===== src/rtl/pic_pkg.sv =====
// Shared definitions for the 8259 interrupt-acknowledge logic: sequencer states,
// default handshake timing and the vector width.
package pic_pkg;

    localparam int VEC_W         = 8;
    localparam int DEF_PULSE_W   = 2;
    localparam int DEF_GAP_W     = 2;
    localparam int DEF_RECOVER_W = 3;

    typedef enum logic [2:0] {
        IDLE    = 3'd0,
        PULSE1  = 3'd1,
        GAP     = 3'd2,
        PULSE2  = 3'd3,
        HOLD    = 3'd4,
        RECOVER = 3'd5
    } state_e;

    function automatic int max3(input int a, input int b, input int c);
        int m;
        m = (a > b) ? a : b;
        return (m > c) ? m : c;
    endfunction

endpackage


===== src/rtl/sync_2ff.sv =====
// 1-bit two-flop synchronizer with asynchronous active-low reset.
module sync_2ff (
    input  logic clk,
    input  logic rst_n,
    input  logic d_i,
    output logic q_o
);

    logic [1:0] sync_q;

    // NOTE: non-blocking assignment lets each stage sample the other's pre-edge value;
    // with blocking assignment the two stages would collapse into a single flop.
    always_ff @(posedge clk or negedge rst_n) begin
        if (!rst_n) begin
            sync_q <= 2'b00;
        end else begin
            sync_q <= {sync_q[0], d_i};
        end
    end

    assign q_o = sync_q[1];

endmodule


===== src/rtl/inta_sequencer.sv =====
// CPU-side initiator of the 8259 two-pulse INTA handshake; captures the vector
// driven during pulse 2 and offers it to the core on a valid/ack handshake.
module inta_sequencer
    import pic_pkg::*;
#(
    parameter int PULSE_W   = DEF_PULSE_W,
    parameter int GAP_W     = DEF_GAP_W,
    parameter int RECOVER_W = DEF_RECOVER_W
) (
    input  logic             clk,
    input  logic             reset_n,
    input  logic             INT,
    input  logic             int_enable,
    input  logic [VEC_W-1:0] DataBusIn,
    output logic             INTA_n,
    output logic             lock,
    output logic [VEC_W-1:0] vector,
    output logic             vector_valid,
    input  logic             vector_ack,
    output logic             busy
);

    localparam int CNT_W = $clog2(max3(PULSE_W, GAP_W, RECOVER_W)) + 1;
    localparam logic [CNT_W-1:0] PULSE_LOAD   = CNT_W'(PULSE_W - 1);
    localparam logic [CNT_W-1:0] GAP_LOAD     = CNT_W'(GAP_W - 1);
    localparam logic [CNT_W-1:0] RECOVER_LOAD = CNT_W'(RECOVER_W - 1);

    logic             rst_n;
    logic             int_s;
    state_e           state_q, state_d;
    logic [CNT_W-1:0] cnt_q, cnt_d;
    logic             inta_n_q, inta_n_d;
    logic             lock_q, lock_d;
    logic             valid_q, valid_d;
    logic [VEC_W-1:0] vector_q, vector_d;

    // Reset asserts asynchronously but releases on a clock edge.
    sync_2ff u_rst_sync (
        .clk   (clk),
        .rst_n (reset_n),
        .d_i   (1'b1),
        .q_o   (rst_n)
    );

    sync_2ff u_int_sync (
        .clk   (clk),
        .rst_n (rst_n),
        .d_i   (INT),
        .q_o   (int_s)
    );

    // NOTE: every variable gets a default before the case so no path leaves it
    // unassigned, which would otherwise infer a latch.
    always_comb begin
        state_d = state_q;
        cnt_d   = cnt_q;
        unique case (state_q)
            IDLE: begin
                if (int_s && int_enable) begin
                    state_d = PULSE1;
                    cnt_d   = PULSE_LOAD;
                end
            end
            PULSE1: begin
                if (cnt_q == '0) begin
                    state_d = GAP;
                    cnt_d   = GAP_LOAD;
                end else begin
                    cnt_d = cnt_q - CNT_W'(1);
                end
            end
            GAP: begin
                if (cnt_q == '0) begin
                    state_d = PULSE2;
                    cnt_d   = PULSE_LOAD;
                end else begin
                    cnt_d = cnt_q - CNT_W'(1);
                end
            end
            PULSE2: begin
                if (cnt_q == '0) begin
                    state_d = HOLD;
                end else begin
                    cnt_d = cnt_q - CNT_W'(1);
                end
            end
            HOLD: begin
                if (vector_ack) begin
                    state_d = RECOVER;
                    cnt_d   = RECOVER_LOAD;
                end
            end
            RECOVER: begin
                if (cnt_q == '0) begin
                    state_d = IDLE;
                end else begin
                    cnt_d = cnt_q - CNT_W'(1);
                end
            end
            default: begin
                state_d = IDLE;
                cnt_d   = '0;
            end
        endcase
    end

    // Outputs are decoded from the next state so they leave a flop glitch-free.
    always_comb begin
        inta_n_d = !((state_d == PULSE1) || (state_d == PULSE2));
        lock_d   = (state_d == PULSE1) || (state_d == GAP) || (state_d == PULSE2);
        valid_d  = (state_d == HOLD);
        vector_d = ((state_q == PULSE2) && (state_d == HOLD)) ? DataBusIn : vector_q;
    end

    // NOTE: vector_q is reset although it is datapath, so the core never sees a
    // stale interrupt type left over from before a reset.
    always_ff @(posedge clk or negedge rst_n) begin
        if (!rst_n) begin
            state_q  <= IDLE;
            cnt_q    <= '0;
            inta_n_q <= 1'b1;
            lock_q   <= 1'b0;
            valid_q  <= 1'b0;
            vector_q <= '0;
        end else begin
            state_q  <= state_d;
            cnt_q    <= cnt_d;
            inta_n_q <= inta_n_d;
            lock_q   <= lock_d;
            valid_q  <= valid_d;
            vector_q <= vector_d;
        end
    end

    assign INTA_n       = inta_n_q;
    assign lock         = lock_q;
    assign vector       = vector_q;
    assign vector_valid = valid_q;
    assign busy         = (state_q != IDLE);

endmodule


===== config.mk =====
export PLATFORM = sky130hd
export DESIGN_NAME = inta_sequencer
export DESIGN_NICKNAME = d
export VERILOG_FILES = /design/src/rtl/pic_pkg.sv /design/src/rtl/sync_2ff.sv /design/src/rtl/inta_sequencer.sv
export SDC_FILE = /design/constraint.sdc
export NUM_CORES = 1
export LEC_CHECK = 0
export ABC_CLOCK_PERIOD_IN_PS = 1400
export CORE_UTILIZATION = 45
export CTS_CLUSTER_DIAMETER = 60
export DETAILED_ROUTE_END_ITERATION = 10
export HOLD_SLACK_MARGIN = 0.06
export PLACE_DENSITY = 0.85
export SYNTH_ARGS = -nofsm -noshare
export SYNTH_HDL_FRONTEND = slang
export SYNTH_SLANG_ARGS = --single-unit

===== constraint.sdc =====
create_clock -name clk -period 1.4 [get_ports clk]
set_clock_uncertainty 0.05 [all_clocks]
set_input_delay 0.28 -clock clk [delete_from_list [all_inputs] [get_ports clk]]
set_output_delay 0.28 -clock clk [all_outputs]
set_load 0.01 [all_outputs]

[Yosys cells after proc, flatten, opt, wreduce, memory -nomap -nowiden]
Cells that the tools add are included.
Storage, ports and cells
  word-level logic and storage cells: 45
  output and inout bits: 12
  flip-flop bits (word level): 21
Operators by class
  add/sub/neg operators: 1
  equality and inequality tests: 12
  reductions and logical operators: 12
  muxes and demuxes: 12
Operator list (count)
  two-way mux 3 bit: 10
  case mux 3 bit (6 select lines): 1
  == test 3 x 2 -> 1 bit (second input constant): 4
  case mux 3 bit (4 select lines): 1
  == test 3 bit (second input constant): 3
  == test 3 x 1 -> 1 bit (second input constant): 2
  zero test 3 bit: 2
  inequality test 2 bit (second input constant): 3
  OR reduction 2 bit: 2
  logical OR 1 bit: 3
  AND reduction 3 bit: 1
  nonzero test 3 bit: 1
  subtractor 3 x 1 -> 3 bit (second input constant): 1
  logical AND 1 bit: 2
  zero test 1 bit: 1

[Depth between registers and ports, before layout]
Gate-level depths: netlist (run 1).
  depth after elaboration: 6
  gate-level depth with buffers: 6

[By module]
Synthesis (run 1) repeated with hierarchy kept, for this count alone.
Second synthesis, totals
  cell total of the unflattened synthesis: 83
  area, all modules: 949.7 um^2
By module, submodules not included
  inta_sequencer: seq. area each 426.7 um^2, instances 1, area an instance 849.6 um^2, cells an instance 79
  sync_2ff: seq. area each 50.0 um^2, instances 2, area an instance 50.0 um^2, cells an instance 2

[Least setup slack after synthesis (run 1)]
No wires, ideal clock.
  path type: flip-flop to flip-flop
  start: register cnt_q[0]
  end: register vector_q[0] (netlist: vector[0])
  data arrival time: 1.332 ns
  cell stages (with the launch flop): 6
  setup time: 0.128 ns
  slack: -0.109 ns
  required time: 1.222 ns
  period minus slack after synthesis: 1.509 ns
  cells stage by stage: dfrtp_1 > inv_1 > ha_1 > nand3b_1 > nor2_4 > mux2_1
On the way
  cells in the longest elaborated chain, start to end: 5
RTL lines
  start, declared: line inta_sequencer.sv:31  | logic [CNT_W-1:0] cnt_q, cnt_d;
  start signal, assigned: line inta_sequencer.sv:127  | cnt_q <= cnt_d;
  zero test 3 bit (*)
  two-way mux 3 bit, on equally long branches
  case mux 3 bit (6 select lines) (*): line inta_sequencer.sv:57  | unique case (state_q)
  == test 3 bit (*): line inta_sequencer.sv:112  | vector_d = ((state_q == PULSE2) && (state_d == HOLD)) ? DataBusIn : vector_q;
  logical AND 1 bit (*): line inta_sequencer.sv:112
  end signal, assigned: line inta_sequencer.sv:131  | vector_q <= vector_d;
  end, declared: line inta_sequencer.sv:35  | logic [VEC_W-1:0] vector_q, vector_d;
Mark *: on every way between the ends. The rest lies on a longest branch, timed or not.
A chain may end at the register's enable or synchronous reset.

[Final worst setup path (run 1)]
  start: register cnt_q[0]
  end: register cnt_q[2]
On the way
  cells in the longest elaborated chain, start to end: 3
RTL lines (line)
  subtractor 3 x 1 -> 3 bit / zero test 3 bit (equally long branches)
  two-way mux 3 bit (tied with other cells): inta_sequencer.sv:81, inta_sequencer.sv:94
  case mux 3 bit (4 select lines) / AND reduction 3 bit (equally long branches)
Parallel ways exist; a longest one is shown, timed or not. The select of a mux whose other input is x is not followed.

==> results of run 1 <==
worst reg2reg max path: cells and delay by family (launching register included):
| kind | cells | cell delay (ps) |
|---|---|---|
| AO/OA/AOI/OAI | 2 | 420 |
| flip-flops | 1 | 410 |
| adder cells (fa/ha/maj) | 1 | 150 |
| buffers and inverters | 3 | 320 |
| AND/OR/NAND/NOR | 1 | 70 |
stage by stage:
step	total power [mW]	cells	worst slack [ps]	TNS [ps]
3_3_place_gp	2.66	145	-116	-1290
6_report	3.21	154	-139	-1660
4_1_cts	3.13	152	-140	-1630
2_1_floorplan	1.93	83	-36.6	-302
5_1_grt	3.42	154	-208	-2800
3_5_place_dp	2.72	145	-148	-1690
synthesized netlist by cell type:
library cell	count	share of area, %
mux2_1	8	9.5
buf_2	2	1.1
nor2_1	5	2.0
nand3b_1	1	0.79
inv_1	5	2.0
maj3_2	1	1.2
o21ai_0	4	2.1
nor2b_1	1	0.66
dfrtp_1	20	53
nand3_1	3	1.6
nand2b_1	4	2.6
nand2_1	4	1.6
and2_1	1	0.66
o211ai_1	1	0.79
or3_1	1	0.66
a221oi_1	1	0.92
a22oi_1	2	1.6
xnor2_1	1	0.92
o22ai_1	2	1.3
nand4b_1	1	0.92
o21ai_1	2	1.1
conb_1	1	0.39
and3b_2	1	1.1
ha_1	2	2.6
a31oi_1	2	1.3
or2_1	1	0.66
a21oi_1	2	1.1
nor2_4	1	1.2
a22oi_2	1	1.3
o211a_1	1	1.1
dfstp_2	1	2.8
kinds of logic (layout without fill, tap and decap cells):
| logic type | after synthesis | after routing | share of synthesized area (%) |
|---|---|---|---|
| other | 1 | 1 | 0.395 |
| AOI/OAI and AO/OA | 18 | 18 | 12.5 |
| DFF | 21 | 21 | 55.5 |
| adders and majority gates | 3 | 3 | 3.82 |
| xor gates and xnor gates | 1 | 1 | 0.922 |
| buffers and inverters | 7 | 51 | 3.03 |
| muxes | 8 | 8 | 9.49 |
| and+or+nand+nor | 24 | 24 | 14.4 |
per-layer routing:
| metal | up-vias | track usage (%) | routed length [µm] |
|---|---|---|---|
| met5 | - | 0 | 0 |
| met4 | 0 | 15.6 | 79 |
| met3 | 9 | 4.53 | 66 |
| met2 | 20 | 35.9 | 1100 |
| met1 | 400 | 26.5 | 893 |
| li1 | 381 | - | - |
area by class of cell:
class	count	area, µm²	area share [%]
sequential	21	527	36.4
multi-input combinational	55	467	32.3
timing repair buffer	42	374	25.9
tap	27	33.8	2.34
clock buffer	4	26.3	1.82
inverter	5	18.8	1.30
sequential cells by signal, summed over array words and instances (netlist names):
register	cells
u_rst_sync.sync_q	2
state_q	3
u_int_sync.sync_q	2
cnt_q	3
INTA_n	1
vector	8
vector_valid	1
lock	1
worst paths after layout:
kind	startpoint	endpoint	slack, ps	cells past startpoint
max in group asynchronous	u_rst_sync.sync_q[1]$_DFF_PN0_	state_q[2]$_DFF_PN0_	520	1
setup / recovery	cnt_q[0]$_DFFE_PN0P_	cnt_q[2]$_DFFE_PN0P_	-140	7
setup reg to reg	cnt_q[0]$_DFFE_PN0P_	cnt_q[2]$_DFFE_PN0P_	-140	7
min in group clk	u_rst_sync.sync_q[0]$_DFF_PN0_	u_rst_sync.sync_q[1]$_DFF_PN0_	320	0
hold reg to reg	u_rst_sync.sync_q[1]$_DFF_PN0_	vector_valid$_DFF_PN0_	160	1
hold / removal	u_rst_sync.sync_q[1]$_DFF_PN0_	vector_valid$_DFF_PN0_	160	1
where the power goes:
| part | total (mW) | leakage (nW) | internal (mW) | switching, mW |
|---|---|---|---|---|
| Combinational | 1.95 | 0.397 | 1.05 | 0.892 |
| Sequential | 0.971 | 0.252 | 0.856 | 0.115 |
| Clock | 0.290 | 0.0150 | 0.111 | 0.178 |
timing repair:
action / 4_1_cts / 5_1_grt
resized for setup: 30 / 3
hold endpoints to repair: 5 / 2
endpoints found under the setup margin: 27 / 18
setup buffers: 3 / 1
hold buffers: 1 / 1
pin swaps: 6 / 9
==> results.md, run 1 <==
- Clock Tree Buf Depth: 2
- Sequential fraction of the synthesis area: 55.5%
- Die height: 47.9 µm
- Mapped Cells: 83
- Most common cell after layout, fill and taps aside: dfrtp_1
- Commonest cells after routing, fill and taps aside: dfrtp_1, buf_4, clkdlybuf4s50_1
- Placed Area: 1330 µm²
- Fin nets: 143
- Startpoint Class: flop
- Worst vdd ir: 1.52 mV
- Type of the worst min-delay path: flop to async pin
- Total core area: 1980 µm²
- Via Count: 810
- Final Hold Fails: 0
- Setup Crit Path Kind: flop to flop
- Iteration-0 DRC Markers: 32
- CP top delay family: compound AO/OA/AOI/OAI gates
- Syn_area_per_cell: 11.4 µm²
- Hold_ws: 156 ps
- Total grt overflow: 0
- Max-cap viol count: 0
- Die width: 47.9 µm
- WP data required: 1540 ps
- CP Buf/Inv Count: 3
- Vias in the first global route: 804
- Max stage delay on crit path: 410 ps
- Clk pin slew, worst setup/hold paths: 110 ps
- Pin count of the biggest net entering global routing: 15
- DR WL/cell: 13.9 µm
- Min Tclk post-route: 1540 ps
- Fin. max-slew vios: 0
- Total Routed Length: 2140 µm
- # setup viols final: 16
- CTS root buffer: clkbuf_4
- GP Congestion: 0.855
- GRT Total Usage: 22.3%
- PwrDens: 2220 nW/µm²
- Port Buf Inserts: 24
- Non-Filler Cell Area, Final: 1450 µm²
- Yosys cell types: 31
- Critical path data arrival time: 1680 ps
- Outcome: complete, but fails checks
- DIE AREA: 2300 µm²
- Diodes inserted: 0
- DRC Markers: 0
- Yosys warns: 0
- Syn Nets: 98
- Seq cells post-synth: 21
- Num ports: 25
- CTS tree: done
- Tcrit/Tclk final: 110%
- Via density per instance: 5.26
- Hpwl dp: 1490 µm
- # clock sinks: 21
- P_leak: 0.664 nW
- Later-pin clock latency in the skew report: 310 ps
- CP Max Fanout: 5
- Initial DRT Pass Iterations: 4
- CP max stage cell: dfrtp_1
- Worst-path cell chain: inv_2 > ha_4 > buf_6 > nand2b_4 > buf_4 > o21ai_0 > a22oi_2
- First-pass GRT wire length: 3430 µm
- Antenna violations before repair: 0
- Worst setup EP type: flop
- Post-Syn Area: 950 µm²
- Total CTS buffers: 3
- Failing checks: negative setup slack
- Routed Antenna Nets: 0
- Initial Utilization: 47.9%
- Share of cells above drive strength 1: 34.6%
- H-tree depth: 1
- # rows: 16
- Post-layout util: 73.0%
- # fillers: 120
- Unrepaired setup endpoints after global routing: yes
- Area grow syn2layout: 52.3%
- FMAX: 650 MHz
- Final worst slack: -139 ps
Power figures use the tool's default switching activity.
==> run 2, diff against run 1 <==
--- a/config.mk
+++ b/config.mk
@@ -6,6 +6,7 @@
 export NUM_CORES = 1
 export LEC_CHECK = 0
 export ABC_CLOCK_PERIOD_IN_PS = 1400
+export CORE_MARGIN = 2
 export CORE_UTILIZATION = 45
 export CTS_CLUSTER_DIAMETER = 60
 export DETAILED_ROUTE_END_ITERATION = 10
==> run 2 against run 1 <==
Net effect: routed wire length fell by 1.1%; the run still ends with negative setup slack left; total power rose by 2.9%; largest power group unchanged; flip-flop and latch count did not move; non-clock buffer count grew 4; count of clock-buffer cells in the layout is 1 lower; critical path depth down 2; setup slack lost 38 ps; via count down 0.37%; first-iteration DRC count decreased by 78%.
==> results.md, run 2 (synthesis results as in run 1) <==
- Outcome: complete, but fails checks (unchanged)
- Failing checks: negative setup slack (unchanged)
- Tcrit/Tclk final: 113% (was 110%)
- Num ports: 25 (unchanged)
- Clk pin slew, worst setup/hold paths: 120 ps (was 110 ps)
- Diodes inserted: 0 (unchanged)
- Via density per instance: 5.11 (was 5.26)
- GP Congestion: 0.845 (was 0.855)
- Worst setup EP type: flop (unchanged)
- FMAX: 634 MHz (was 650 MHz)
- CP Max Fanout: 8 (was 5)
- Max-cap viol count: 0 (unchanged)
- Startpoint Class: flop (unchanged)
- Most common cell after layout, fill and taps aside: dfrtp_1 (unchanged)
- Fin nets: 147 (was 143)
- PwrDens: 2240 nW/µm² (was 2220 nW/µm²)
- CP Capture Point: vector[2]$_DFFE_PN0P_ (was cnt_q[2]$_DFFE_PN0P_)
- Pin count of the biggest net entering global routing: 15 (unchanged)
- Hold_ws: 52.0 ps (was 156 ps)
- Fin cells: 158 (was 154)
- Routed Antenna Nets: 0 (unchanged)
- H-tree depth: 1 (unchanged)
- CTS tree: done (unchanged)
- # clock sinks: 21 (unchanged)
- Initial DRT Pass Iterations: 4 (unchanged)
- Iteration-0 DRC Markers: 7 (was 32)
- Unrepaired setup endpoints after global routing: yes (unchanged)
- Placed instance count: 146 (was 145)
- DRC Markers: 0 (unchanged)
- Clock Tree Buf Depth: 2 (unchanged)
- Final worst slack: -177 ps (was -139 ps)
- Setup Crit Path Kind: flop to flop (unchanged)
- Fin. max-slew vios: 0 (unchanged)
- Die height: 49.9 µm (was 47.9 µm)
- # rows: 16 (unchanged)
- Die width: 49.9 µm (was 47.9 µm)
- First-pass GRT wire length: 3430 µm (unchanged)
- Vias in the first global route: 785 (was 804)
- Total grt overflow: 0 (unchanged)
- Initial Utilization: 47.9% (unchanged)
- Port Buf Inserts: 24 (unchanged)
- Worst flop-to-flop path startpoint: cnt_q[0]$_DFFE_PN0P_ (unchanged)
- Worst vdd ir: 1.46 mV (was 1.52 mV)
- Share of cells above drive strength 1: 38.2% (was 34.6%)
- Final setup TNS: -2390 ps (was -1660 ps)
- Commonest cells after routing, fill and taps aside: dfrtp_1, buf_4, clkdlybuf4s50_1 (unchanged)
- WP data required: 1570 ps (was 1540 ps)
- Placed Area: 1340 µm² (was 1330 µm²)
- R2R cell count: 5 (was 7)
- Antenna violations before repair: 0 (unchanged)
- Type of the worst min-delay path: flop to async pin (unchanged)
- Total core area: 1980 µm² (unchanged)
- # setup viols final: 18 (was 16)
- Worst slack at placement: -157 ps (was -148 ps)
- Flop2flop setup slack: -180 ps (was -140 ps)
- DIE AREA: 2490 µm² (was 2300 µm²)
- Total CTS buffers: 3 (unchanged)
- Total Routed Length: 2120 µm (was 2140 µm)
- Tot Pwr: 3.30 mW (was 3.21 mW)
- P_leak: 0.687 nW (was 0.664 nW)
- Min Tclk post-route: 1580 ps (was 1540 ps)
- Crit path from: cnt_q[0]$_DFFE_PN0P_ (unchanged)
- GRT Total Usage: 18.3% (was 22.3%)
- Final Hold Fails: 0 (unchanged)
- Area grow syn2layout: 55.5% (was 52.3%)
- # fillers: 130 (was 120)
- Non-Filler Cell Area, Final: 1480 µm² (was 1450 µm²)
- FF-to-FF End: vector[2]$_DFFE_PN0P_ (was cnt_q[2]$_DFFE_PN0P_)
- DR WL/cell: 13.4 µm (was 13.9 µm)
- CTS root buffer: clkbuf_4 (unchanged)
- Hpwl dp: 1490 µm (about the same)
- Critical path data arrival time: 1740 ps (was 1680 ps)
- Via Count: 807 (was 810)
- Later-pin clock latency in the skew report: 320 ps (was 310 ps)
- Post-layout util: 74.5% (was 73.0%)
- Max FFs per register: 8 (unchanged)
[run 2: cell types whose count changed in the layout (fill, tap and decap cells not counted), sizes merged]
cell | previous run | this run
buf | 18 | 23
clkbuf | 4 | 3
dlygate4sd3 | 2 | 1
clkinv | 0 | 1
[run 2: per-layer routing]
layer,vias to the layer above,GRT usage (%),routed length (µm)
met5,-,0,0
li1,388,-,-
met4,0,8.80,30
met1,394,22.0,905
met2,22,31.6,1110
met3,3,3.03,66
[run 2: critical path, cell delays in order, from the launching register on]
cell and delay [ps]:
dfrtp_1 410, inv_2 80, ha_4 140, nand3b_1 140, nor2_4 310, mux2_4 340
[run 2: repair_timing]
| item | CTS | global route |
|---|---|---|
| resized for setup | 22 | 15 |
| hold buffers | 1 | 0 |
| buffers inserted | 3 | 6 |
| endpoints found under the hold margin | 2 | 0 |
| setup endpoints to repair | 27 | 18 |
| pin swaps | 3 | 7 |
[run 2: worst min-delay path by stage]
stage,end,slack [ps],cells past startpoint,startpoint
detailed placement,u_int_sync.sync_q[1]$_DFF_PN0_,50,0,u_rst_sync.sync_q[1]$_DFF_PN0_
finish,u_int_sync.sync_q[1]$_DFF_PN0_,50,0,u_rst_sync.sync_q[1]$_DFF_PN0_
global route,u_int_sync.sync_q[1]$_DFF_PN0_,90,0,u_rst_sync.sync_q[1]$_DFF_PN0_
global placement,u_int_sync.sync_q[1]$_DFF_PN0_,30,0,u_rst_sync.sync_q[1]$_DFF_PN0_
CTS,u_int_sync.sync_q[1]$_DFF_PN0_,70,0,u_rst_sync.sync_q[1]$_DFF_PN0_
floorplan,u_rst_sync.sync_q[0]$_DFF_PN0_,-70,0,reset_n
[run 2: area by class of cell]
type | instances | area [µm²] | share of cell area [%]
Clock buffer | 3 | 22.5 | 1.53
Clock inverter | 1 | 5.00 | 0.339
Inverter | 5 | 18.8 | 1.27
Multi-Input combinational cell | 55 | 477 | 32.3
Sequential cell | 21 | 527 | 35.7
Tap cell | 27 | 33.8 | 2.29
Timing Repair Buffer | 46 | 393 | 26.6
[run 2: report_power, final]
| group | switching (mW) | leakage [nW] | internal (mW) |
|---|---|---|---|
| Sequential | 0.114 | 0.252 | 0.856 |
| Clock | 0.195 | 0.0177 | 0.107 |
| Combinational | 0.899 | 0.418 | 1.13 |
| Total | 1.21 | 0.687 | 2.09 |
==> run 3, diff against run 2 <==
--- a/config.mk
+++ b/config.mk
@@ -10,8 +10,9 @@
 export CORE_UTILIZATION = 45
 export CTS_CLUSTER_DIAMETER = 60
 export DETAILED_ROUTE_END_ITERATION = 10
-export HOLD_SLACK_MARGIN = 0.06
+export HOLD_SLACK_MARGIN = 0.05
 export PLACE_DENSITY = 0.85
+export RECOVER_POWER = 100
 export SYNTH_ARGS = -nofsm -noshare
 export SYNTH_HDL_FRONTEND = slang
 export SYNTH_SLANG_ARGS = --single-unit
==> run 3 against run 2 <==
Net effect: the run still ends with negative setup slack left; sequential share of layout area is 0.12 points higher; die area stayed put; core utilization is 0.25 points lower; critical path type unchanged; critical endpoint unchanged; largest power group unchanged.
==> results.md, run 3 (synthesis results as in run 1) <==
- Die height: 49.9 µm (unchanged)
- Hold_ws: 51.5 ps (was 52.0 ps)
- Diodes inserted: 0 (unchanged)
- Placed Area: 1340 µm² (unchanged)
- # rows: 16 (unchanged)
- Routed Antenna Nets: 0 (unchanged)
- Initial DRT Pass Iterations: 4 (unchanged)
- Startpoint Class: flop (unchanged)
- Max-cap viol count: 0 (unchanged)
- PwrDens: 2240 nW/µm² (about the same)
- First-pass GRT wire length: 3430 µm (unchanged)
- Post-layout util: 74.2% (was 74.5%)
- Most common cell after layout, fill and taps aside: dfrtp_1 (unchanged)
- Register area: 527 µm² (unchanged)
- Final worst slack: -177 ps (about the same)
- Commonest cells after routing, fill and taps aside: dfrtp_1, buf_4, clkdlybuf4s50_1, dlygate4sd2_1, mux2_4 (was dfrtp_1, buf_4, clkdlybuf4s50_1)
- Non-Filler Cell Area, Final: 1470 µm² (was 1480 µm²)
- Setup Crit Path Kind: flop to flop (unchanged)
- Slew HR: 51.9%
- Clk pin slew, worst setup/hold paths: 120 ps (about the same)
- GRT Total Usage: 18.3% (unchanged)
- DIE AREA: 2490 µm² (unchanged)
- Critical path data arrival time: 1740 ps (about the same)
- CP max stage cell: dfrtp_1 (unchanged)
- P_leak: 0.681 nW (was 0.687 nW)
- CTS root buffer: clkbuf_4 (unchanged)
- Fin cells: 158 (unchanged)
- Max stage delay on crit path: 410 ps (about the same)
- Tcrit/Tclk final: 113% (about the same)
- Total grt overflow: 0 (unchanged)
- Port Buf Inserts: 24 (unchanged)
- Hpwl dp: 1490 µm (unchanged)
- Worst-path cell chain: inv_2 > ha_4 > nand3b_1 > nor2_4 > mux2_4 (unchanged)
- Worst setup EP type: flop (unchanged)
- DRC Markers: 0 (unchanged)
- Vias in the first global route: 785 (unchanged)
- Via Count: 805 (was 807)
- Multi-input logic area: 477 µm² (unchanged)
- # fillers: 130 (unchanged)
- Worst slack at placement: -157 ps (unchanged)
- Total CTS buffers: 3 (unchanged)
- Tot Pwr: 3.29 mW (was 3.30 mW)
- Die width: 49.9 µm (unchanged)
- Antenna violations before repair: 0 (unchanged)
- Fin. max-slew vios: 0 (unchanged)
- Clock Tree Buf Depth: 2 (unchanged)
- Failing checks: negative setup slack (unchanged)
- DR WL/cell: 13.4 µm (unchanged)
- # clock sinks: 21 (unchanged)
- Placed instance count: 146 (unchanged)
- FMAX: 634 MHz (about the same)
- WP data required: 1570 ps (about the same)
- Pin count of the biggest net entering global routing: 15 (unchanged)
- Final Hold Fails: 0 (unchanged)
- H-tree depth: 1 (unchanged)
- Outcome: complete, but fails checks (unchanged)
- Unrepaired setup endpoints after global routing: yes (unchanged)
- Via density per instance: 5.09 (was 5.11)
- Total core area: 1980 µm² (unchanged)
- GP Congestion: 0.845 (unchanged)
- Total Routed Length: 2120 µm (unchanged)
- Worst vdd ir: 1.46 mV (about the same)
- Later-pin clock latency in the skew report: 320 ps (about the same)
- CP Max Fanout: 8 (unchanged)
- Worst slew pin tran: 722 ps
- Final setup TNS: -2400 ps (was -2390 ps)
- Share of cells above drive strength 1: 36.6% (was 38.2%)
- Type of the worst min-delay path: flop to async pin (unchanged)
- Initial Utilization: 47.9% (unchanged)
- Fin nets: 147 (unchanged)
- Area grow syn2layout: 54.9% (was 55.5%)
- Num ports: 25 (unchanged)
- # setup viols final: 18 (unchanged)
- CTS tree: done (unchanged)
- Min Tclk post-route: 1580 ps (about the same)
- Iteration-0 DRC Markers: 7 (unchanged)
- Max FFs per register: 8 (unchanged)
-- run 3: cell type report --
cell class | count | area share (%)
well taps | 27 | 2.30
clock buffers | 3 | 1.53
multi-input cells | 55 | 32.4
clock inverters | 1 | 0.340
inverters | 5 | 1.28
repair buffers | 46 | 26.4
flip-flops and latches | 21 | 35.8
-- run 3: worst paths after layout --
| check | start | endpoint | slack [ps] | cells past startpoint |
|---|---|---|---|---|
| min in group clk | u_int_sync.sync_q[0]$_DFF_PN0_ | u_int_sync.sync_q[1]$_DFF_PN0_ | 320 | 0 |
| min reg2reg | u_rst_sync.sync_q[1]$_DFF_PN0_ | u_int_sync.sync_q[1]$_DFF_PN0_ | 50 | 0 |
| max in group asynchronous | u_rst_sync.sync_q[1]$_DFF_PN0_ | cnt_q[1]$_DFFE_PN0P_ | 340 | 1 |
| min | u_rst_sync.sync_q[1]$_DFF_PN0_ | u_int_sync.sync_q[1]$_DFF_PN0_ | 50 | 0 |
| max | cnt_q[0]$_DFFE_PN0P_ | vector[2]$_DFFE_PN0P_ | -180 | 5 |
| max reg2reg | cnt_q[0]$_DFFE_PN0P_ | vector[2]$_DFFE_PN0P_ | -180 | 5 |
-- run 3: layer usage --
metal / global-route usage (%) / wire length, µm / share of wire (%) / up-vias
li1: - / - / - / 388
met1: 22.0 / 910 / 43 / 394
met2: 31.6 / 1110 / 52 / 20
met3: 3.03 / 64 / 3.0 / 3
met4: 8.80 / 30 / 1.4 / 0
met5: 0 / 0 / 0 / -
-- run 3: timing repair --
action	in CTS	in global routing
gates cloned	0	0
hold buffers	1	0
endpoints found under the setup margin	27	18
pin swaps	3	7
resized for setup	22	15
hold endpoints to repair	2	0
setup buffers	3	6
-- run 3: worst max-delay path: cells and delay by family, from the launching register on --
| kind | cells | cell delay [ps] |
|---|---|---|
| adders and majority gates | 1 | 140 |
| buffers and inverters | 1 | 80 |
| DFF | 1 | 410 |
| muxes | 1 | 340 |
| and+or+nand+nor | 2 | 450 |
-- run 3: power by group --
group / leakage [nW] / internal (mW) / switching, mW
sequential: 0.252 / 0.856 / 0.115
clock: 0.0177 / 0.107 / 0.195
combinational: 0.412 / 1.12 / 0.899
total: 0.681 / 2.09 / 1.21
